$ cat config.mk
export PLATFORM = sky130hd
export DESIGN_NAME = itlb_ptw
export DESIGN_NICKNAME = d
export VERILOG_FILES = /design/src/rtl/itlb_ptw.sv
export SDC_FILE = /design/constraint.sdc
export NUM_CORES = 1
export LEC_CHECK = 0
export ABC_AREA = 0
export ABC_CLOCK_PERIOD_IN_PS = 2700
export CAP_MARGIN = 20
export CORE_MARGIN = 3
export CORE_UTILIZATION = 44
export DETAILED_ROUTE_END_ITERATION = 6
export PLACE_DENSITY_LB_ADDON = 0.08
export SKIP_CTS_REPAIR_TIMING = 1
export SLEW_MARGIN = 20
export SYNTH_ARGS = -nofsm -noshare
export SYNTH_HDL_FRONTEND = slang
export SYNTH_SLANG_ARGS = --single-unit
$ cat constraint.sdc
create_clock -name clk_i -period 2.7 [get_ports clk_i]
set_input_delay 0.81 -clock clk_i [delete_from_list [all_inputs] [get_ports clk_i]]
set_output_delay 0.81 -clock clk_i [all_outputs]
set_load 0.01 [all_outputs]
$ cat src/rtl/itlb_ptw.sv
// Sv32 page-table walker serving ITLB misses over a single-outstanding PTE read port.
// Define ITLB_PTW_PDE_CACHE_EN to add a one-entry cache of the last level-1 pointer PTE.
module itlb_ptw #(
    parameter int PADDR_WD = 34,
    parameter int VPN_WD   = 20,
    parameter int ASID_WD  = 9,
    parameter int PTE_WD   = 32
) (
    input  logic                clk_i,
    input  logic                rst_i,
    input  logic                flush_i,
    input  logic [31:0]         satp_i,
    input  logic                miss_valid_i,
    output logic                miss_ready_o,
    input  logic [VPN_WD-1:0]   miss_vpn_i,
    input  logic [ASID_WD-1:0]  miss_asid_i,
    output logic                mem_req_valid_o,
    input  logic                mem_req_ready_i,
    output logic [PADDR_WD-1:0] mem_req_addr_o,
    input  logic                mem_rsp_valid_i,
    input  logic [PTE_WD-1:0]   mem_rsp_data_i,
    input  logic                mem_rsp_err_i,
    output logic                refill_valid_o,
    output logic [VPN_WD-1:0]   refill_vpn_o,
    output logic [ASID_WD-1:0]  refill_asid_o,
    output logic [PTE_WD-1:0]   refill_pte_o,
    output logic                refill_mega_o,
    output logic                refill_page_fault_o,
    output logic                refill_access_fault_o
);

    typedef enum logic [2:0] {IDLE, L1_REQ, L1_WAIT, L0_REQ, L0_WAIT, DONE, DRAIN} state_t;

    state_t              state, next_state;
    logic [VPN_WD-1:0]   vpn_q;
    logic [ASID_WD-1:0]  asid_q;
    logic [21:0]         root_ppn_q;
    logic [21:0]         l0_ppn_q;
    logic [PTE_WD-1:0]   pte_q;
    logic                mega_q, pf_q, af_q;
    logic                accept, at_l1, walk_rsp;
    logic                pte_v, pte_r, pte_w, pte_x, pte_a, pte_leaf, rsp_pf, rsp_pointer;
    logic                pde_hit;
    logic [21:0]         pde_ppn;
    logic                unused_satp_asid;

    assign unused_satp_asid = ^satp_i[30:22];
    assign accept = miss_valid_i & miss_ready_o;
    assign at_l1  = (state == L1_WAIT);
    // A response is only meaningful while waiting and not being aborted the same cycle.
    assign walk_rsp = mem_rsp_valid_i & ((state == L1_WAIT) | (state == L0_WAIT)) & ~flush_i;

    assign pte_v    = mem_rsp_data_i[0];
    assign pte_r    = mem_rsp_data_i[1];
    assign pte_w    = mem_rsp_data_i[2];
    assign pte_x    = mem_rsp_data_i[3];
    assign pte_a    = mem_rsp_data_i[6];
    assign pte_leaf = pte_r | pte_x;
    assign rsp_pf   = ~pte_v | (~pte_r & pte_w) | (pte_leaf & (~pte_x | ~pte_a))
                    | (at_l1 & pte_leaf & (|mem_rsp_data_i[19:10]))
                    | (~at_l1 & ~pte_leaf);
    assign rsp_pointer = at_l1 & ~mem_rsp_err_i & ~rsp_pf & ~pte_leaf;

`ifdef ITLB_PTW_PDE_CACHE_EN
    logic                      pde_valid_q;
    logic [ASID_WD+10-1:0]     pde_tag_q;
    logic [21:0]               pde_ppn_q;

    always_ff @(posedge clk_i) begin
        if (rst_i || flush_i) begin
            pde_valid_q <= 1'b0;
            pde_tag_q   <= '0;
            pde_ppn_q   <= '0;
        end else if (walk_rsp && rsp_pointer) begin
            pde_valid_q <= 1'b1;
            pde_tag_q   <= {asid_q, vpn_q[VPN_WD-1:10]};
            pde_ppn_q   <= mem_rsp_data_i[31:10];
        end
    end

    assign pde_hit = pde_valid_q && (pde_tag_q == {miss_asid_i, miss_vpn_i[VPN_WD-1:10]});
    assign pde_ppn = pde_ppn_q;
`else
    assign pde_hit = 1'b0;
    assign pde_ppn = '0;
`endif

    always_ff @(posedge clk_i) begin
        if (rst_i) state <= IDLE;
        else       state <= next_state;
    end

    always_comb begin
        next_state = state;
        case (state)
            IDLE: begin
                if (accept) begin
                    if (!satp_i[31])  next_state = DONE;
                    else if (pde_hit) next_state = L0_REQ;
                    else              next_state = L1_REQ;
                end
            end
            L1_REQ: begin
                if (flush_i)              next_state = IDLE;
                else if (mem_req_ready_i) next_state = L1_WAIT;
            end
            L0_REQ: begin
                if (flush_i)              next_state = IDLE;
                else if (mem_req_ready_i) next_state = L0_WAIT;
            end
            // A response landing in the flush cycle retires the read, so no drain is needed.
            L1_WAIT, L0_WAIT: begin
                if (flush_i)              next_state = mem_rsp_valid_i ? IDLE : DRAIN;
                else if (mem_rsp_valid_i) next_state = rsp_pointer ? L0_REQ : DONE;
            end
            DONE:    next_state = IDLE;
            DRAIN:   if (mem_rsp_valid_i) next_state = IDLE;
            default: next_state = IDLE;
        endcase
    end

    always_ff @(posedge clk_i) begin
        if (rst_i) begin
            vpn_q      <= '0;
            asid_q     <= '0;
            root_ppn_q <= '0;
            l0_ppn_q   <= '0;
            pte_q      <= '0;
            mega_q     <= 1'b0;
            pf_q       <= 1'b0;
            af_q       <= 1'b0;
        end else begin
            if (accept) begin
                vpn_q      <= miss_vpn_i;
                asid_q     <= miss_asid_i;
                root_ppn_q <= satp_i[21:0];
                pte_q      <= '0;
                mega_q     <= 1'b0;
                pf_q       <= 1'b0;
                af_q       <= ~satp_i[31];
                if (pde_hit) l0_ppn_q <= pde_ppn;
            end
            if (walk_rsp) begin
                af_q   <= mem_rsp_err_i;
                pf_q   <= ~mem_rsp_err_i & rsp_pf;
                pte_q  <= (mem_rsp_err_i | rsp_pf) ? '0 : mem_rsp_data_i;
                mega_q <= at_l1 & ~mem_rsp_err_i & ~rsp_pf & pte_leaf;
                if (rsp_pointer) l0_ppn_q <= mem_rsp_data_i[31:10];
            end
        end
    end

    always_comb begin
        miss_ready_o          = 1'b0;
        mem_req_valid_o       = 1'b0;
        mem_req_addr_o        = '0;
        refill_valid_o        = 1'b0;
        refill_vpn_o          = '0;
        refill_asid_o         = '0;
        refill_pte_o          = '0;
        refill_mega_o         = 1'b0;
        refill_page_fault_o   = 1'b0;
        refill_access_fault_o = 1'b0;
        if (!rst_i) begin
            miss_ready_o = (state == IDLE) & ~flush_i;
            case (state)
                L1_REQ: begin
                    mem_req_valid_o = ~flush_i;
                    mem_req_addr_o  = PADDR_WD'({root_ppn_q, vpn_q[VPN_WD-1:10], 2'b00});
                end
                L0_REQ: begin
                    mem_req_valid_o = ~flush_i;
                    mem_req_addr_o  = PADDR_WD'({l0_ppn_q, vpn_q[9:0], 2'b00});
                end
                DONE: begin
                    refill_valid_o        = ~flush_i;
                    refill_vpn_o          = vpn_q;
                    refill_asid_o         = asid_q;
                    refill_pte_o          = pte_q;
                    refill_mega_o         = mega_q;
                    refill_page_fault_o   = pf_q;
                    refill_access_fault_o = af_q;
                end
                default: ;
            endcase
        end
    end

endmodule

==> qor.tcl <==
set qor(result_of_the_run) {finished, violations left}
set qor(failing_checks) {negative setup slack}
set qor(whs_ns) 0.450
set qor(power.sequential.fraction_pct) 50.0
set qor(crit_arrival_ns) 1.93
set qor(initial_core_util_pct) 45.8
set qor(post_synth_cell_types) 43
set qor(core_region_area_um2) 11000
set qor(drive_gt1_share_pct) 10.8
set qor(clkLatencyLatePin_ns) 0.35
set qor(routedWlPerCell_um) 16.7
set qor(post_synth_inst_count) 594
set qor(critPathKind) {primary input to output pin}
set qor(synth_sequential_area_ratio_pct) 43.9
set qor(final.setup_skew_ns) 0.00634
set qor(grt_first_pass_wirelength_mm) 24.2
set qor(final-hold-violation-count) 0
set qor(cell_with_the_largest_stage_delay_on_the_worst_path) {sky130_fd_sc_hd__clkdlybuf4s50_1}
set qor(placement_rows) 38
set qor(die_area_um2) 12800
set qor(gp_congestion) 0.901
set qor(synthesized_area_um2) 5060
set qor(ys_ff_latch) 111
set qor(worstSetupStartpointType) {primary input}
set qor(tritoncts) {built}
set qor(sw_frac_of_total_pct) 23.4
set qor(groute.layer.met1.usage_pct) 30.2
set qor(cts-root-buf) {sky130_fd_sc_hd__clkbuf_16}
set qor(rsz0062_at_grt) {true}
set qor(initial_antenna_violation_count) 0
set qor(grt_max_degree) 41
set qor(critPathRequiredTime_ns) 1.89
set qor(cp_slowest_stage_delay_ns) 0.42
set qor(area_growth_syn_to_layout_pct) 56.1
set qor(antenna_left) 0
set qor(io_buf_count) 189
set qor(grt_util_all_layers_pct) 23.2
set qor(avg_synthesized_cell_area_um2) 8.51
set qor(io_pins) 201
set qor(power.switching_uw) 788
set qor(finalCritPeriodShare_pct) 101
set qor(totalPowerFinal_mw) 3.37
set qor(dr.first_iter.drc_count) 430
set qor(cts_inserted_buffers) 9
set qor(n_antenna_cell) 0
set qor(crit_fanout) 2
set qor(irDropWorstVdd_mv) 0.301
set qor(timing.critical_path.to_type) {output pin}
set qor(vias_per_cell) 5.35
set qor(clock_sinks) 111
set qor(globalRouteMet2Util_pct) 37.8
set qor(number_of_failing_setup_endpoints_in_the_final_timing_report) 1
set qor(slew_viol_final) 0
set qor(first_global_vias) 4861
set qor(detailed_place_hpwl_mm) 11.0
set qor(static_leakage_power_nw) 4.36
set qor(yosys_synthesis_warning_count) 0
set qor(cts.htree.levels) 3
set qor(grt.met3_usage_pct) 5.35
set qor(place_worst_setup_slack_ns) -0.493
set qor(grt-busiest-layer) {met2}
set qor(detail_route.drc_violations) 0
set qor(postLayoutSetupSlackWorst_ns) -0.0392
set qor(fin_setup_tns_ns) -0.0392
set qor(power.clock.fraction_pct) 38.9
set qor(detail_route.wirelength_mm) 15.6
set qor(async_flop_share_pct) 0
set qor(detailedRoute.firstPassIterationCount) 5
set qor(final_nets) 889
set qor(maximum_clock_frequency_ghz) 0.365
set qor(power_report.internal_total_mw) 2.58
set qor(synth-main-ff-cell) {sky130_fd_sc_hd__dfxtp_1}
set qor(cap_violations) 0
set qor(globalRouteOverflowTotal) 0
set qor(fp.dieH_um) 113
set qor(power.share.combinational_pct) 11.1
set qor(cell_area_power_density_nw_per_um2) 427
set qor(timing.hold.worst.class) {flop to flop}
set qor(clkSlewWorstSetupHoldPaths_ns) 0.07
set qor(cp_cell_instances) {clkdlybuf4s50_1, or3_1, nor2_2, clkbuf_2}
set qor(synth_enable_flop_cells) 0
set qor(die_width_um) 113
set qor(via_count) 4998
set qor(layout_min_cycle_time_ns) 2.74
set qor(max-clock-path-buffers) 2
## routing by layer
layer / routed length (um) / share of wire [%] / vias up
met2: 7700 / 49 / 171
met3: 1100 / 7.0 / 15
met5: 0 / 0 / -
met4: 228 / 1.5 / 0
met1: 6570 / 42 / 2378
li1: - / - / 2434
## cell usage in the layout, fill, tap and decap left out, types with 2 or more instances in the layout
master / instances
sky130_fd_sc_hd__nor4_1: 3
sky130_fd_sc_hd__nor3_4: 2
sky130_fd_sc_hd__clkinv_2: 3
sky130_fd_sc_hd__nor2_2: 2
sky130_fd_sc_hd__clkdlybuf4s50_1: 89
sky130_fd_sc_hd__dlymetal6s2s_1: 96
sky130_fd_sc_hd__buf_4: 42
sky130_fd_sc_hd__and2_1: 33
sky130_fd_sc_hd__nor3b_2: 7
sky130_fd_sc_hd__a31oi_1: 2
sky130_fd_sc_hd__buf_12: 4
sky130_fd_sc_hd__a21oi_1: 55
sky130_fd_sc_hd__nor3_1: 3
sky130_fd_sc_hd__buf_6: 2
sky130_fd_sc_hd__clkbuf_16: 10
sky130_fd_sc_hd__nand2_1: 106
sky130_fd_sc_hd__a32o_1: 32
sky130_fd_sc_hd__nand3_1: 3
sky130_fd_sc_hd__nor2_1: 62
sky130_fd_sc_hd__clkbuf_2: 3
sky130_fd_sc_hd__inv_1: 4
sky130_fd_sc_hd__or3_1: 3
sky130_fd_sc_hd__nor3b_1: 27
sky130_fd_sc_hd__nor2b_1: 2
sky130_fd_sc_hd__mux2i_1: 54
sky130_fd_sc_hd__o21ai_0: 4
sky130_fd_sc_hd__dfxtp_1: 110
sky130_fd_sc_hd__and3_1: 2
sky130_fd_sc_hd__conb_1: 2
sky130_fd_sc_hd__nor4b_1: 2
## worst paths after layout
path | start | to | slack [ns] | cells past startpoint
worst min register to register | root_ppn_q[0] | root_ppn_q[0] | 0.45 | 2
worst min-delay path | root_ppn_q[0] | root_ppn_q[0] | 0.45 | 2
worst max-delay path | flush_i | miss_ready_o | -0.04 | 4
worst max register to register | state[1] | l0_ppn_q[0] | 0.36 | 7
## cells by family after synthesis
kind of cell	share of synthesized area, %
buffers and inverters	4.97
DFF	43.9
xor gates and xnor gates	0.173
and+or+nand+nor	26.1
AOI/OAI and AO/OA	14.0
muxes	10.7
other	0.0742
## cells in the mapped netlist, types with 2 or more instances
master                     number  area (um2)
sky130_fd_sc_hd__dfxtp_1      111        2220
sky130_fd_sc_hd__nor2_1        65         244
sky130_fd_sc_hd__mux2i_1       54         541
sky130_fd_sc_hd__nor2b_1        2        12.5
sky130_fd_sc_hd__inv_1          4        15.0
sky130_fd_sc_hd__nor3_1         3        15.0
sky130_fd_sc_hd__and3_1         2        12.5
sky130_fd_sc_hd__nor3b_1       34         255
sky130_fd_sc_hd__a31oi_1        2        12.5
sky130_fd_sc_hd__o21ai_0        4        20.0
sky130_fd_sc_hd__clkbuf_1      45         169
sky130_fd_sc_hd__nand3_1        3        15.0
sky130_fd_sc_hd__buf_6          2        22.5
sky130_fd_sc_hd__a21oi_1       55         275
sky130_fd_sc_hd__or3_1          3        18.8
sky130_fd_sc_hd__buf_4          3        22.5
sky130_fd_sc_hd__nor4b_1        2        17.5
sky130_fd_sc_hd__nand2_1      107         402
sky130_fd_sc_hd__nor4_1         3        18.8
sky130_fd_sc_hd__buf_2          3        15.0
sky130_fd_sc_hd__a32o_1        32         320
sky130_fd_sc_hd__and2_1        33         206
sky130_fd_sc_hd__nor3_4         2        32.5
## per-stage QoR
| stage | utilization (%) | cell area [um2] | std cells |
|---|---|---|---|
| floorplan | - | 5060 | 595 |
| global placement | 66.0 | 7280 | 916 |
| detailed placement | 66.0 | 7280 | 916 |
| CTS | 68.6 | 7570 | 932 |
| global route | 71.6 | 7890 | 934 |
| finish | 71.6 | 7890 | 934 |
## critical path, delay by kind of cell
family                 cells  cell delay [ns]
and+or+nand+nor            2             0.54
buffers and inverters      2             0.58
## power by group through the flow
stage | clock network [mW] | logic [mW] | registers (mW)
after floorplan | 0 | 0.149 | 1.72
after global placement | 0 | 0.365 | 1.72
after detailed placement | 0 | 0.369 | 1.72
after CTS | 1.34 | 0.371 | 1.68
after global routing | 1.41 | 0.408 | 1.69
final | 1.31 | 0.376 | 1.69
## sequential cells by signal (all words and copies together) (netlist names)
register    flops
state           3
asid_q          9
pte_q          32
mega_q          1
root_ppn_q     22
vpn_q          20
l0_ppn_q       22
af_q            1
pf_q            1
## area by class of cell
| type | instances | area [um2] |
|---|---|---|
| fill | 854 | 3140 |
| sequential | 111 | 2220 |
| clock buffer | 10 | 229 |
| multi-input combinational | 425 | 2640 |
| timing repair buffer | 237 | 2550 |
| inverter | 5 | 18.8 |
| tap | 140 | 175 |
| clock inverter | 6 | 61.3 |
No activity file was read; power rests on OpenSTA's default activity.
